## config.mk

```make
export PLATFORM = sky130hd
export DESIGN_NAME = alu_arbiter
export DESIGN_NICKNAME = d
export VERILOG_FILES = /design/src/rtl/alu_pkg.sv /design/src/rtl/alu_core.sv /design/src/rtl/alu_arbiter.sv
export SDC_FILE = /design/constraint.sdc
export NUM_CORES = 1
export LEC_CHECK = 0
export CAP_MARGIN = 15
export CORE_MARGIN = 4
export CORE_UTILIZATION = 47
export CTS_CLUSTER_SIZE = 28
export DETAILED_ROUTE_END_ITERATION = 8
export PLACE_DENSITY = 0.79
export RECOVER_POWER = 25
export SYNTH_ARGS = -nofsm -noshare
export SYNTH_HDL_FRONTEND = slang
export SYNTH_SLANG_ARGS = --single-unit
```

## constraint.sdc

```tcl
create_clock -name clk -period 2.2 [get_ports clk]
set_input_delay 0.33 -clock clk [delete_from_list [all_inputs] [get_ports clk]]
set_output_delay 0.33 -clock clk [all_outputs]
set_load 0.01 [all_outputs]
```

## src/rtl/alu_pkg.sv

```systemverilog
// ---------------------------------------------------------------------------
// alu_pkg
// Shared constants and types for the two-port ALU arbiter.
//   DW / OPW / CW   : operand/result, opcode and op-counter widths
//   OP_*            : opcode encodings understood by alu_core
//   DEFAULT_RESULT  : result returned for any unassigned opcode
//   GT_TRUE         : result of OP_GT when A > B
//   arb_state_t     : arbiter control states
// ---------------------------------------------------------------------------
package alu_pkg;

   localparam int DW  = 5;
   localparam int OPW = 4;
   localparam int CW  = 8;

   localparam logic [OPW-1:0] OP_NAND = 4'b1101;
   localparam logic [OPW-1:0] OP_XOR  = 4'b1100;
   localparam logic [OPW-1:0] OP_SHL2 = 4'b0111;
   localparam logic [OPW-1:0] OP_ROTB = 4'b0101;
   localparam logic [OPW-1:0] OP_MAX  = 4'b0001;
   localparam logic [OPW-1:0] OP_GT   = 4'b0000;

   localparam logic [DW-1:0] DEFAULT_RESULT = 5'b00110;
   localparam logic [DW-1:0] GT_TRUE        = 5'b01111;

   typedef enum logic [1:0] {
      IDLE = 2'b00,
      EXEC = 2'b01,
      HOLD = 2'b10
   } arb_state_t;

endpackage : alu_pkg

```

## src/rtl/alu_core.sv

```systemverilog
// ---------------------------------------------------------------------------
// alu_core
// Purely combinational 5-bit unsigned ALU.
//   op_i     : opcode (see alu_pkg OP_*)
//   a_i, b_i : operands
//   result_o : result, DW bits, overflow bits dropped
// ---------------------------------------------------------------------------
module alu_core
   import alu_pkg::*;
(
   input  logic [OPW-1:0] op_i,
   input  logic [DW-1:0]  a_i,
   input  logic [DW-1:0]  b_i,
   output logic [DW-1:0]  result_o
);

   // Opcode decode and datapath select
   always_comb begin
      result_o = DEFAULT_RESULT;
      case (op_i)
         OP_NAND: result_o = ~(a_i & b_i);
         OP_XOR:  result_o = a_i ^ b_i;
         // Shift left by two keeping only the low DW bits
         OP_SHL2: result_o = {a_i[2:0], 2'b00};
         // Rotate B left by one
         OP_ROTB: result_o = {b_i[3:0], b_i[4]};
         // Ties return B, which equals A anyway
         OP_MAX:  result_o = (a_i > b_i) ? a_i : b_i;
         OP_GT:   result_o = (a_i > b_i) ? GT_TRUE : 5'b00000;
         default: result_o = DEFAULT_RESULT;
      endcase
   end

endmodule : alu_core

```

## src/rtl/alu_arbiter.sv

```systemverilog
// ---------------------------------------------------------------------------
// alu_arbiter
// Shares one alu_core between two requesters with round-robin arbitration.
// An accepted request is latched, executed in the following cycle and its
// result is held on a tagged output channel until the consumer takes it.
//   clk, rst                   : clock, synchronous active-high reset
//   reqN_valid/ready/op/a/b    : request channel of requester N (N = 0, 1)
//   out_valid/ready/data/id    : result channel, out_id = issuing requester
//   busy                       : high while an operation is in EXEC or HOLD
//   op_count                   : completed result handshakes, wraps
// ---------------------------------------------------------------------------
module alu_arbiter
   import alu_pkg::*;
(
   input  logic           clk,
   input  logic           rst,
   input  logic           req0_valid,
   output logic           req0_ready,
   input  logic [OPW-1:0] req0_op,
   input  logic [DW-1:0]  req0_a,
   input  logic [DW-1:0]  req0_b,
   input  logic           req1_valid,
   output logic           req1_ready,
   input  logic [OPW-1:0] req1_op,
   input  logic [DW-1:0]  req1_a,
   input  logic [DW-1:0]  req1_b,
   output logic           out_valid,
   input  logic           out_ready,
   output logic [DW-1:0]  out_data,
   output logic           out_id,
   output logic           busy,
   output logic [CW-1:0]  op_count
);

   arb_state_t     state_q, state_d;
   logic           rr_ptr_q, rr_ptr_d;
   logic [OPW-1:0] op_q, op_d;
   logic [DW-1:0]  a_q, a_d;
   logic [DW-1:0]  b_q, b_d;
   logic           id_q, id_d;
   logic           out_valid_q, out_valid_d;
   logic [DW-1:0]  out_data_q, out_data_d;
   logic           out_id_q, out_id_d;
   logic           busy_q;
   logic [CW-1:0]  op_count_q, op_count_d;

   logic           can_accept_s;
   logic           gnt_valid_s;
   logic           gnt_id_s;
   logic           accept_s;
   logic [DW-1:0]  alu_result_s;

   alu_core u_alu_core (
      .op_i     (op_q),
      .a_i      (a_q),
      .b_i      (b_q),
      .result_o (alu_result_s)
   );

   // Round-robin grant: the pointer only breaks ties between two valid requests
   always_comb begin
      gnt_valid_s = 1'b0;
      gnt_id_s    = 1'b0;
      if (req0_valid && req1_valid) begin
         gnt_valid_s = 1'b1;
         gnt_id_s    = rr_ptr_q;
      end else if (req0_valid) begin
         gnt_valid_s = 1'b1;
         gnt_id_s    = 1'b0;
      end else if (req1_valid) begin
         gnt_valid_s = 1'b1;
         gnt_id_s    = 1'b1;
      end else begin
         gnt_valid_s = 1'b0;
         gnt_id_s    = 1'b0;
      end
   end

   // A new request may enter when idle, or when the held result leaves this cycle
   assign can_accept_s = (state_q == IDLE) || ((state_q == HOLD) && out_ready);
   assign accept_s     = can_accept_s && gnt_valid_s;
   assign req0_ready   = accept_s && !gnt_id_s;
   assign req1_ready   = accept_s && gnt_id_s;

   // Next-state, operand latch, result register and counter update
   always_comb begin
      state_d     = state_q;
      rr_ptr_d    = rr_ptr_q;
      op_d        = op_q;
      a_d         = a_q;
      b_d         = b_q;
      id_d        = id_q;
      out_valid_d = out_valid_q;
      out_data_d  = out_data_q;
      out_id_d    = out_id_q;
      op_count_d  = op_count_q;

      case (state_q)
         IDLE: begin
            if (accept_s) begin
               state_d = EXEC;
            end else begin
               state_d = IDLE;
            end
         end
         EXEC: begin
            out_data_d  = alu_result_s;
            out_id_d    = id_q;
            out_valid_d = 1'b1;
            state_d     = HOLD;
         end
         HOLD: begin
            if (out_ready) begin
               op_count_d  = op_count_q + {{(CW-1){1'b0}}, 1'b1};
               out_valid_d = 1'b0;
               if (accept_s) begin
                  state_d = EXEC;
               end else begin
                  state_d = IDLE;
               end
            end else begin
               state_d = HOLD;
            end
         end
         default: begin
            state_d     = IDLE;
            out_valid_d = 1'b0;
         end
      endcase

      // Operands are sampled only at the accept handshake
      if (accept_s) begin
         op_d     = gnt_id_s ? req1_op : req0_op;
         a_d      = gnt_id_s ? req1_a  : req0_a;
         b_d      = gnt_id_s ? req1_b  : req0_b;
         id_d     = gnt_id_s;
         rr_ptr_d = ~gnt_id_s;
      end else begin
         op_d     = op_q;
         a_d      = a_q;
         b_d      = b_q;
         id_d     = id_q;
         rr_ptr_d = rr_ptr_q;
      end
   end

   // State and datapath registers; reset drops any in-flight or held result
   always_ff @(posedge clk) begin
      if (rst) begin
         state_q     <= IDLE;
         rr_ptr_q    <= 1'b0;
         op_q        <= 4'b0000;
         a_q         <= 5'b00000;
         b_q         <= 5'b00000;
         id_q        <= 1'b0;
         out_valid_q <= 1'b0;
         out_data_q  <= 5'b00000;
         out_id_q    <= 1'b0;
         busy_q      <= 1'b0;
         op_count_q  <= '0;
      end else begin
         state_q     <= state_d;
         rr_ptr_q    <= rr_ptr_d;
         op_q        <= op_d;
         a_q         <= a_d;
         b_q         <= b_d;
         id_q        <= id_d;
         out_valid_q <= out_valid_d;
         out_data_q  <= out_data_d;
         out_id_q    <= out_id_d;
         // busy is registered from the next state so it equals (state != IDLE)
         busy_q      <= (state_d != IDLE);
         op_count_q  <= op_count_d;
      end
   end

   assign out_valid = out_valid_q;
   assign out_data  = out_data_q;
   assign out_id    = out_id_q;
   assign busy      = busy_q;
   assign op_count  = op_count_q;

endmodule : alu_arbiter

```

* Word-level counts from Yosys, hierarchy flattened *
Cells that the tools add are included.

word-level totals
  word-level logic and storage cells = 54
  input port bits = 33
  register bits = 34
  output and inout bits = 18

operators by class
  reductions and logical operators = 12
  magnitude comparators = 1
  muxes and demuxes = 16
  bitwise gates (word level) = 5
  add/subtract/negate cells = 1
  eq/ne operators = 8

operators by type and width
  kind                                                              count
  5-bit one-hot mux with 6 select lines                             1
  5-bit two-way mux                                                 3
  8-bit by 1-bit adder with 8-bit output (second input constant)    1
  4-bit by 3-bit == test with 1-bit output (second input constant)  2
  4-bit == test (second input constant)                             2
  4-bit two-way mux                                                 2
  1-bit two-way mux                                                 7
  2-bit one-hot mux with 3 select lines                             1
  5-bit AND                                                         1
  5-bit greater-than comparator                                     1
  1-bit logical AND                                                 5
  5-bit NOT                                                         1
  5-bit bitwise XOR                                                 1
  4-bit by 1-bit == test with 1-bit output (second input constant)  1
  4-bit zero test                                                   1
  2-bit AND reduction                                               2
  1-bit one-hot mux with 3 select lines                             1
  2-bit by 1-bit == test with 1-bit output (second input constant)  1
  2-bit == test (second input constant)                             1
  2-bit zero test                                                   1
  2-bit two-way mux                                                 1
  2-bit != test (second input constant)                             1
  1-bit NOT                                                         2
  2-bit nonzero test                                                1
  other kinds (2)                                                   2

* Longest topological paths before layout *
Gate-level depths: netlist (run 1).

  depth after elaboration = 8
  mapped depth = 7
  depth with buffers taken out = 7

* Cells and area by module *
From an unflattened synthesis (run 1), not the netlist that was laid out.

second synthesis, totals
  cell total of the unflattened synthesis = 253
  area total of the unflattened synthesis = 2160.8 sq um

by module, submodules not included
  module       sequential area each (sq um)  area each (sq um)  times used  cells an instance
  alu_arbiter  680.7                         1654.1             1           185
  alu_core     0.0                           506.7              1           68

* Least setup slack after synthesis (run 1) *
No wires, ideal clock.

  kind = register to register
  from = reg b_q[4]
  to = reg out_data_q[4] (netlist: out_data[4])
  required time = 2.083 ns
  cell stages (with the launch flop) = 8
  path buffers = 0
  library setup time = 0.117 ns
  path slack = 0.320 ns
  data arrival time = 1.762 ns
  period minus slack after synthesis = 1.880 ns
  cells stage by stage = dfxtp_1 > inv_1 > ha_1 > nand4_2 > o22a_2 > o2bb2ai_2 > mux2_4 > a32o_1

on the way
  cells in the longest elaborated chain, start to end = 3
  elaborated cells on any way between the ends = 6
  those cells by class = 1 x order compare; 2 x mux; 3 x bitwise

ends and longest elaborated chain
  what                                                        RTL line                        source
  from (decl)                                                 alu_arbiter.sv:39               logic [DW-1:0] b_q, b_d;
  from (signal assigned)                                      alu_arbiter.sv:154              b_q <= 5'b00000;
  from (signal assigned)                                      alu_arbiter.sv:166              b_q <= b_d;
  5-bit greater-than comparator or 5-bit AND (tied branches)  alu_core.sv:28, alu_core.sv:21
  5-bit two-way mux or 5-bit NOT (tied branches)              alu_core.sv:28, alu_core.sv:21
  5-bit one-hot mux with 6 select lines *                     alu_core.sv:20                  case (op_i)
  to (signal assigned)                                        alu_arbiter.sv:169              out_data_q <= out_data_d;
  to (decl)                                                   alu_arbiter.sv:42               logic [DW-1:0] out_data_q, out_data_d;

Every way passes the cells marked *; elsewhere a longest branch is shown, timed or not.
A chain may end at the register's enable or synchronous reset.

* Worst setup path in the final report (run 1) *
  from = in req1_valid
  to = out req0_ready

on the way
  cells in the longest elaborated chain, start to end = 5
  elaborated cells on any way between the ends = 9
  those cells by class = 5 x mux; 4 x reduce/logical

ends and longest elaborated chain
  what                                                  RTL line                              source
  from (decl)                                           alu_arbiter.sv:22                     input logic req1_valid,
  1-bit two-way mux                                     alu_arbiter.sv:70                     end else if (req1_valid) begin
  1-bit two-way mux                                     alu_arbiter.sv:67                     end else if (req0_valid) begin
  1-bit two-way mux                                     alu_arbiter.sv:64                     if (req0_valid && req1_valid) begin
  1-bit logical AND or 1-bit zero test (tied branches)  alu_arbiter.sv:81, alu_arbiter.sv:82
  1-bit logical AND *                                   alu_arbiter.sv:82                     assign req0_ready = accept_s && !gnt_id_s;
  to (decl)                                             alu_arbiter.sv:18                     output logic req0_ready,

Marks and branches as above.

==> results of run 1 <==
## state kept, by name, summed over array words and instances (netlist names)
name	cells
out_data	5
id_q	1
b_q	5
op_q	4
busy	1
state_q	2
a_q	5
out_valid	1
op_count	8
out_id	1
rr_ptr_q	1
## worst paths after layout
check	from	to	slack [ns]	depth (start not counted)
min reg2reg	out_id$_SDFFE_PP0P_	out_id$_SDFFE_PP0P_	0.46	2
max	req1_valid	req0_ready	0.1	4
min	out_id$_SDFFE_PP0P_	out_id$_SDFFE_PP0P_	0.46	2
max reg2reg	b_q[2]$_SDFFE_PP0P_	out_data[4]$_SDFFE_PP0P_	0.18	7
## routing by layer
layer	vias up	wire [um]	global-route usage, %
li1	860	-	-
met1	759	2060	25.0
met2	82	2080	30.7
met3	2	470	6.62
met4	0	26	4.89
met5	-	0	0
## final cells by class
class	instances	area, um2	share of cell area, %
inverters	9	33.8	1.33
well taps	48	60.1	2.37
clock inverters	3	68.8	2.72
multi-input cells	146	1040	41.1
flip-flops and latches	34	681	26.9
repair buffers	62	579	22.9
clock buffers	5	68.8	2.72
## cell usage in the layout, fill, tap and decap left out, types with 3 or more instances in the layout
cell type	n
sky130_fd_sc_hd__dfxtp_1	34
sky130_fd_sc_hd__buf_4	9
sky130_fd_sc_hd__a222oi_1	14
sky130_fd_sc_hd__nand3_1	3
sky130_fd_sc_hd__xor2_1	5
sky130_fd_sc_hd__clkbuf_1	3
sky130_fd_sc_hd__nor2_1	29
sky130_fd_sc_hd__clkdlybuf4s50_1	48
sky130_fd_sc_hd__mux2i_1	7
sky130_fd_sc_hd__nor2b_1	3
sky130_fd_sc_hd__nand2_1	17
sky130_fd_sc_hd__clkbuf_8	5
sky130_fd_sc_hd__o21ai_0	7
sky130_fd_sc_hd__ha_1	11
sky130_fd_sc_hd__a21oi_1	10
sky130_fd_sc_hd__inv_1	9
## worst max-delay path, stage by stage
cell,delay [ns]
sky130_fd_sc_hd__clkdlybuf4s50_1,0.54
sky130_fd_sc_hd__o221ai_2,0.14
sky130_fd_sc_hd__a21oi_2,0.17
sky130_fd_sc_hd__clkdlybuf4s50_1,0.60
## report_power, final
part | internal, mW | leakage (nW) | switching [mW]
clock network | 0.454 | 0.0683 | 0.248
registers | 0.661 | 0.279 | 0.0531
logic | 0.240 | 0.653 | 0.216
## through the flow
| stage | utilization, % | instance area (um2) |
|---|---|---|
| after floorplan | - | 1800 |
| after global placement | 65.3 | 2410 |
| after detailed placement | 65.3 | 2410 |
| after CTS | 69.0 | 2540 |
| after global routing | 68.7 | 2530 |
| final | 68.7 | 2530 |
## logic make-up after synthesis
group                      count (synthesis)  synth area share [%]
adders and majority gates                 11                  7.65
and+or+nand+nor                           70                  18.8
buffers and inverters                     19                  4.18
DFF                                       34                  37.9
muxes                                      9                  5.57
AOI/OAI and AO/OA                         49                  22.5
xor gates and xnor gates                   7                  3.41
==> impl_metrics.json, run 1 <==
{
  "post_synth_top_cells": "sky130_fd_sc_hd__dfxtp_1, sky130_fd_sc_hd__nor2_1, sky130_fd_sc_hd__nand2_1",
  "syn_inst": 199,
  "fillers": 324,
  "synth_seq_cells": 34,
  "fin_total_pwr_mw": 1.87,
  "clock_skew_ns": 0.00647,
  "postSynth.topFlopCell": "sky130_fd_sc_hd__dfxtp_1",
  "worst-endpoint-arrival_ns": 1.77,
  "required_ns": 1.87,
  "ys_top_cells_by_area": "sky130_fd_sc_hd__dfxtp_1, sky130_fd_sc_hd__a222oi_1, sky130_fd_sc_hd__ha_1",
  "post_cts_resize_count": 0,
  "clkLatencyLatePin_ns": 0.29,
  "cts-root-to-sink-buffers": 2,
  "grt_setup_unrepaired": "false",
  "max_slew.worst_pin.slew_ns": 0.735,
  "num-nets-final": 302,
  "drt_first_iter_violations": 117,
  "ios": 51,
  "place.gp.congestion": 0.926,
  "port_buffers": 50,
  "layout.cells.non_filler": 307,
  "setup_viol": 0,
  "grt_start_max_net_pins": 20,
  "final_layout_size_suffix_gt1_share_pct": 11.2,
  "clk_transition_reported_paths_ns": 0.07,
  "hp-class": "reg2reg",
  "drt_first_pass_iters": 5,
  "critPathCaptureType": "output port",
  "final_min_period_over_clock_period_pct": 95.6,
  "sequential_area_share_after_synthesis_pct": 37.9,
  "number_of_global_route_vias_before_repair": 1682,
  "synth.lib_cells_used.distinct": 48,
  "ffs_w_async_s_r_synth_pct": 0,
  "core_area_um2": 3690,
  "chipWidth_um": 69.9,
  "number_of_h_tree_branching_levels": 2,
  "tritoncts.num_buffers": 5,
  "gr-usage-all-layers_pct": 19.3,
  "die-area_um2": 4880,
  "placementRows": 22,
  "timing_max_transition_violations_final": 0,
  "grt_antenna_before_repair": 0,
  "critical_path_maximum_fanout": 3,
  "status": "finished clean",
  "diodes": 0,
  "timing.fmax_ghz": 0.476,
  "yosys.cell_count.top_type": "sky130_fd_sc_hd__dfxtp_1",
  "finalWirelength_um": 4640,
  "leakage_nw": 1.00,
  "post_cts_hold_buffer_count": 0,
  "synth_area_um2": 1800,
  "synth_largest_type_area_fraction_pct": 37.9,
  "grt_pass1_wl_um": 7730,
  "layout_setup_ws_ns": 0.0976,
  "vdd.ir_drop.worst_mv": 0.473,
  "crit_path_start_kind": "primary input",
  "floorplan.initialDensity_pct": 48.7,
  "overflow": 0,
  "final-hold-violation-count": 0,
  "synth_edf_count": 0,
  "post_cts_setup_buffer_count": 0,
  "post_drt_wl_per_cell_um": 15.1,
  "numPlacedInstances": 299,
  "power_density_nw_per_um2": 739,
  "timing.setup.tns_ns": 0,
  "die-height_um": 69.9,
  "hold_slack_ns": 0.456,
  "timing.max_cap.violations": 0,
  "drc": 0,
  "via_per_inst": 5.55,
  "synthesis.area_per_instance_um2": 9.04,
  "area_growth_pct": 40.9,
  "hpwlAfterDp_um": 3560,
  "clock-sinks": 34,
  "drt.antenna.violating_nets": 0,
  "clock_tree.root_cell": "sky130_fd_sc_hd__clkbuf_8",
  "dpl_worst_slack_ns": 0.108,
  "cell_taking_the_most_area_after_synthesis": "sky130_fd_sc_hd__dfxtp_1",
  "timing.final.crit_period_ns": 2.10,
  "dr_total_vias": 1703,
  "syn_nets": 243,
  "maxSlewHeadroom_pct": 51.0,
  "timing_worst_setup_path_type": "in2out",
  "synthesis.yosys.warnings": 0,
  "cts_tree": "yes"
}
Power figures use the tool's default switching activity.
==> run 2: changes to the inputs <==
--- a/config.mk
+++ b/config.mk
@@ -10,6 +10,7 @@
 export CORE_UTILIZATION = 47
 export CTS_CLUSTER_SIZE = 28
 export DETAILED_ROUTE_END_ITERATION = 8
+export GPL_TIMING_DRIVEN = 0
 export PLACE_DENSITY = 0.79
 export RECOVER_POWER = 25
 export SYNTH_ARGS = -nofsm -noshare
==> run 2 against run 1 <==
Sequential cell count did not move. Via count rose by 0.70%. Clock skew fell by 0.0034 ns. Critical path depth did not move. Final area fell by 2.2%. Sequential share of layout area rose by 0.60 points. Global-route usage rose by 0.27 points. First-iteration DRC count fell by 15%. Total power fell by 13%. Critical path type unchanged. Largest cell class unchanged.
==> impl_metrics.json, run 2 (synthesized netlist as in run 1, its figures left out) <==
{
  "status": "finished clean",
  "min-delay-start": "out_id$_SDFFE_PP0P_",
  "placed_cell_area_um2": 2360,
  "placementRows": 22,
  "diodes": 0,
  "port_buffers": 50,
  "critPathCaptureType": "output port",
  "crit-reg2reg-capture": "out_data[4]$_SDFFE_PP0P_",
  "dpl_worst_slack_ns": -0.417,
  "clock-sinks": 34,
  "number_of_h_tree_branching_levels": 2,
  "critical_path_maximum_fanout": 2,
  "drt.antenna.violating_nets": 0,
  "final_design_area_no_fill_um2": 2480,
  "clkLatencyLatePin_ns": 0.29,
  "timing.final.crit_period_ns": 2.10,
  "required_ns": 1.87,
  "final-hold-violation-count": 0,
  "grt_pass1_wl_um": 7670,
  "worstReg2RegStart": "b_q[3]$_SDFFE_PP0P_",
  "grt_antenna_before_repair": 0,
  "tritoncts.num_buffers": 5,
  "hp-class": "reg2reg",
  "dr_total_vias": 1715,
  "ios": 51,
  "place.gp.congestion": 0.925,
  "most_frequent_standard_cell_in_the_layout_excluding_fill_and_tap_cells": "sky130_fd_sc_hd__clkdlybuf4s50_1",
  "timing_max_transition_violations_final": 0,
  "num-nets-final": 302,
  "cts_tree": "yes",
  "leakage_nw": 0.992,
  "max_slew.worst_pin.slew_ns": 0.496,
  "die-height_um": 69.9,
  "cp_slowest_cell": "sky130_fd_sc_hd__clkdlybuf4s50_1",
  "numPlacedInstances": 297,
  "die-area_um2": 4880,
  "largest_register_ff_count": 8,
  "rr_worst_depth": 7,
  "vdd.ir_drop.worst_mv": 0.353,
  "crit_path_start_kind": "primary input",
  "drt_first_pass_iters": 6,
  "layout.cells.non_filler": 305,
  "timing.fmax_ghz": 0.477,
  "chipWidth_um": 69.9,
  "gr-usage-all-layers_pct": 19.6,
  "drc": 0,
  "core_area_um2": 3690,
  "maxSlewHeadroom_pct": 66.9,
  "critical_path.most_common_cell": "sky130_fd_sc_hd__clkdlybuf4s50_1",
  "finalWirelength_um": 4640,
  "clk_transition_reported_paths_ns": 0.07,
  "timing_worst_setup_path_type": "in2out",
  "fin_total_pwr_mw": 1.62,
  "cts-root-to-sink-buffers": 2,
  "worst-endpoint-arrival_ns": 1.77,
  "worst_hold_path.endpoint": "out_id$_SDFFE_PP0P_",
  "final_layout_size_suffix_gt1_share_pct": 9.73,
  "area_growth_pct": 37.9,
  "hold_slack_ns": 0.464,
  "number_of_global_route_vias_before_repair": 1656,
  "critical_path.cell_chain": "clkdlybuf4s50_1, nand2b_1, o2111a_2, clkdlybuf4s50_1",
  "final_cell_mix": "sky130_fd_sc_hd__clkdlybuf4s50_1, sky130_fd_sc_hd__dfxtp_1, sky130_fd_sc_hd__nor2_1, sky130_fd_sc_hd__nand2_1, sky130_fd_sc_hd__a222oi_1",
  "drt_first_iter_violations": 99,
  "layout_setup_ws_ns": 0.103,
  "via_per_inst": 5.62,
  "setup_viol": 0,
  "max_stage_delay_ns": 0.56,
  "hpwlAfterDp_um": 3380,
  "clock_tree.root_cell": "sky130_fd_sc_hd__clkbuf_8",
  "grt_setup_unrepaired": "false",
  "timing.max_cap.violations": 0,
  "fillers": 326,
  "reg2reg_setup_slack_ns": 0.17,
  "grt_start_max_net_pins": 16,
  "post_drt_wl_per_cell_um": 15.2,
  "min_delay_path_depth": 2,
  "floorplan.initialDensity_pct": 48.7,
  "clock_skew_ns": 0.00310,
  "power_density_nw_per_um2": 654,
  "final_min_period_over_clock_period_pct": 95.3,
  "overflow": 0
}
run 2: power breakdown:
group / leakage, nW / internal, mW / switching [mW]
Clock: 0.0431 / 0.241 / 0.213
Combinational: 0.670 / 0.232 / 0.228
Sequential: 0.279 / 0.661 / 0.0442
Total: 0.992 / 1.13 / 0.485
run 2: how the worst max path moves through the flow:
stage                                   start                        to  slack, ns  depth (start not counted)
after floorplan           b_q[4]$_SDFFE_PP0P_  out_data[4]$_SDFFE_PP0P_       0.32                          7
after global placement              out_ready                req0_ready      -0.44                          5
after detailed placement            out_ready                req0_ready      -0.42                          5
after CTS                          req0_valid                req1_ready       0.06                          4
after global routing      b_q[2]$_SDFFE_PP0P_  out_data[4]$_SDFFE_PP0P_       0.03                          7
final                              req0_valid                req1_ready       0.10                          4
run 2: per-layer routing:
layer  global-route usage [%]  up-vias  part of all wire, %
li1                         -      858                    -
met1                     24.0      786                   43
met2                     30.4       60                   46
met3                     8.20       11                  8.4
met4                     7.45        0                  2.0
met5                        0        -                    0
run 2: final cells by class:
type | count | area (um2) | share of cell area (%)
Clock buffer | 6 | 82.6 | 3.33
Multi-Input combinational cell | 146 | 1060 | 42.9
Timing Repair Buffer | 53 | 519 | 20.9
Tap cell | 48 | 60.1 | 2.42
Sequential cell | 34 | 681 | 27.5
Buffer | 9 | 40.0 | 1.62
Inverter | 9 | 33.8 | 1.36
run 2: through the flow:
stage,utilization (%),TNS [ns]
2_1_floorplan,-,0
3_3_place_gp,63.9,-0.842
3_5_place_dp,63.9,-0.805
4_1_cts,67.0,0
5_1_grt,67.2,0
6_report,67.2,0
run 2: what timing repair did:
action / CTS / global route
setup buffers: 2 / 1
pin swaps: 1 / 0
resized for setup: 7 / 0
setup endpoints to repair: 2 / 1
hold buffers: 0 / 0
run 2: worst max-delay path, delay by kind of cell:
kind                   cells  cell delay (ns)
AO/OA/AOI/OAI              1             0.27
AND/OR/NAND/NOR            1             0.13
buffers and inverters      2             1.03
==> run 3: changes to the inputs <==
--- a/config.mk
+++ b/config.mk
@@ -6,9 +6,8 @@
 export NUM_CORES = 1
 export LEC_CHECK = 0
 export CAP_MARGIN = 15
-export CORE_MARGIN = 4
+export CORE_MARGIN = 5
 export CORE_UTILIZATION = 47
-export CTS_CLUSTER_SIZE = 28
 export DETAILED_ROUTE_END_ITERATION = 8
 export GPL_TIMING_DRIVEN = 0
 export PLACE_DENSITY = 0.79
==> run 3 against run 2 <==
Combinational power about the same. Critical path depth unchanged. Count of clock-buffer cells in the layout did not move. Largest cell class unchanged.
==> impl_metrics.json, run 3 (synthesized netlist as in run 1, its figures left out) <==
{
  "timing.setup.tns_ns": 0,
  "num-nets-final": 301,
  "register_area_um2": 681,
  "cts_tree": "yes",
  "grt_antenna_before_repair": 0,
  "number_of_global_route_vias_before_repair": 1711,
  "numPlacedInstances": 297,
  "overflow": 0,
  "layout_setup_ws_ns": 0.0748,
  "multi_input_comb_area_um2": 1060,
  "fillers": 322,
  "clock-sinks": 34,
  "setup.worst_path.start": "req0_valid",
  "vdd.ir_drop.worst_mv": 0.421,
  "worstReg2RegStart": "b_q[2]$_SDFFE_PP0P_",
  "port_buffers": 50,
  "place.gp.congestion": 0.896,
  "largest_register_ff_count": 8,
  "via_per_inst": 5.59,
  "required_ns": 1.87,
  "grt_setup_unrepaired": "false",
  "final_layout_size_suffix_gt1_share_pct": 10.1,
  "drt_first_iter_violations": 129,
  "timing.fmax_ghz": 0.471,
  "worst-endpoint-arrival_ns": 1.80,
  "number_of_h_tree_branching_levels": 2,
  "setup_viol": 0,
  "maxSlewHeadroom_pct": 69.0,
  "drc": 0,
  "gr-usage-all-layers_pct": 18.9,
  "finalWirelength_um": 4660,
  "tritoncts.num_buffers": 5,
  "floorplan.initialDensity_pct": 48.7,
  "clock_skew_ns": 0.00727,
  "die-height_um": 71.9,
  "crit_path_start_kind": "primary input",
  "cts-root-to-sink-buffers": 2,
  "final_min_period_over_clock_period_pct": 96.6,
  "ios": 51,
  "timing.final.crit_period_ns": 2.13,
  "clock_tree.root_cell": "sky130_fd_sc_hd__clkbuf_8",
  "max_slew.worst_pin.slew_ns": 0.463,
  "hpwlAfterDp_um": 3400,
  "post_drt_wl_per_cell_um": 15.2,
  "final-hold-violation-count": 0,
  "dpl_worst_slack_ns": -0.421,
  "power_density_nw_per_um2": 667,
  "drt_first_pass_iters": 5,
  "timing.max_cap.violations": 0,
  "most_frequent_standard_cell_in_the_layout_excluding_fill_and_tap_cells": "sky130_fd_sc_hd__clkdlybuf4s50_1",
  "clkLatencyLatePin_ns": 0.29,
  "die-area_um2": 5160,
  "hp-class": "reg2reg",
  "status": "finished clean",
  "diodes": 0,
  "critPathCaptureType": "output port",
  "area_growth_pct": 38.1,
  "chipWidth_um": 71.9,
  "min-delay-start": "out_id$_SDFFE_PP0P_",
  "dr_total_vias": 1710,
  "final_cell_mix": "sky130_fd_sc_hd__clkdlybuf4s50_1, sky130_fd_sc_hd__dfxtp_1, sky130_fd_sc_hd__nor2_1, sky130_fd_sc_hd__nand2_1, sky130_fd_sc_hd__a222oi_1",
  "timing_max_transition_violations_final": 0,
  "leakage_nw": 0.992,
  "clk_transition_reported_paths_ns": 0.07,
  "drt.antenna.violating_nets": 0,
  "layout.cells.non_filler": 306,
  "grt_pass1_wl_um": 7830,
  "placementRows": 22,
  "critical_path_maximum_fanout": 2,
  "timing_worst_setup_path_type": "in2out",
  "core_area_um2": 3690,
  "grt_start_max_net_pins": 16,
  "post_cts_hold_buffer_count": 0
}
[run 3: changes by cell type in the layout (fill, tap and decap cells not counted)]
| cell | change |
|---|---|
| sky130_fd_sc_hd__buf_4 | -1 |
| sky130_fd_sc_hd__clkinvlp_4 | +1 |
| sky130_fd_sc_hd__clkinv_2 | +1 |
[run 3: critical path, stage by stage]
cell,delay [ns]
sky130_fd_sc_hd__clkdlybuf4s50_1,0.47
sky130_fd_sc_hd__nand2b_1,0.18
sky130_fd_sc_hd__o2111a_2,0.27
sky130_fd_sc_hd__clkdlybuf4s50_1,0.55
[run 3: through the flow]
stage               util (%)  total power, mW  area, um2  hold slack [ns]
finish                  67.3             1.66       2480            0.460
global route            67.3             1.74       2480            0.498
CTS                     67.3             1.66       2480            0.465
detailed placement      63.9             1.16       2360            0.455
global placement        63.9             1.16       2360            0.448
floorplan                  -             1.00       1800            0.406
[run 3: worst paths after layout]
kind | to | slack (ns) | cells after the start
max | req1_ready | 0.07 | 4
min | out_id$_SDFFE_PP0P_ | 0.46 | 2
max reg2reg | out_data[4]$_SDFFE_PP0P_ | 0.13 | 7
min reg2reg | out_id$_SDFFE_PP0P_ | 0.46 | 2
[run 3: power breakdown]
group          leakage (nW)  total (mW)  internal (mW)  switching, mW
Sequential            0.279       0.706          0.661         0.0448
Clock                0.0472       0.492          0.252          0.240
Combinational         0.666       0.459          0.231          0.228
[run 3: layout make-up]
type / instances / area share (%)
Multi-Input combinational cell: 146 / 42.8
Clock inverter: 2 / 0.504
Clock buffer: 6 / 3.32
Tap cell: 48 / 2.42
Buffer: 9 / 1.61
Sequential cell: 34 / 27.4
Timing Repair Buffer: 52 / 20.6
Inverter: 9 / 1.36
[run 3: per-layer routing]
layer  track usage, %  share of wire (%)  up-vias
li1                 -                  -      856
met1             25.2                 48      791
met2             29.5                 44       57
met3             5.61                7.1        6
met4             5.85                1.1        0
met5                0                  0        -
[run 3: timing repair]
item	CTS	global route
setup buffers	2	0
endpoints found under the setup margin	2	0
gates resized for setup	7	0
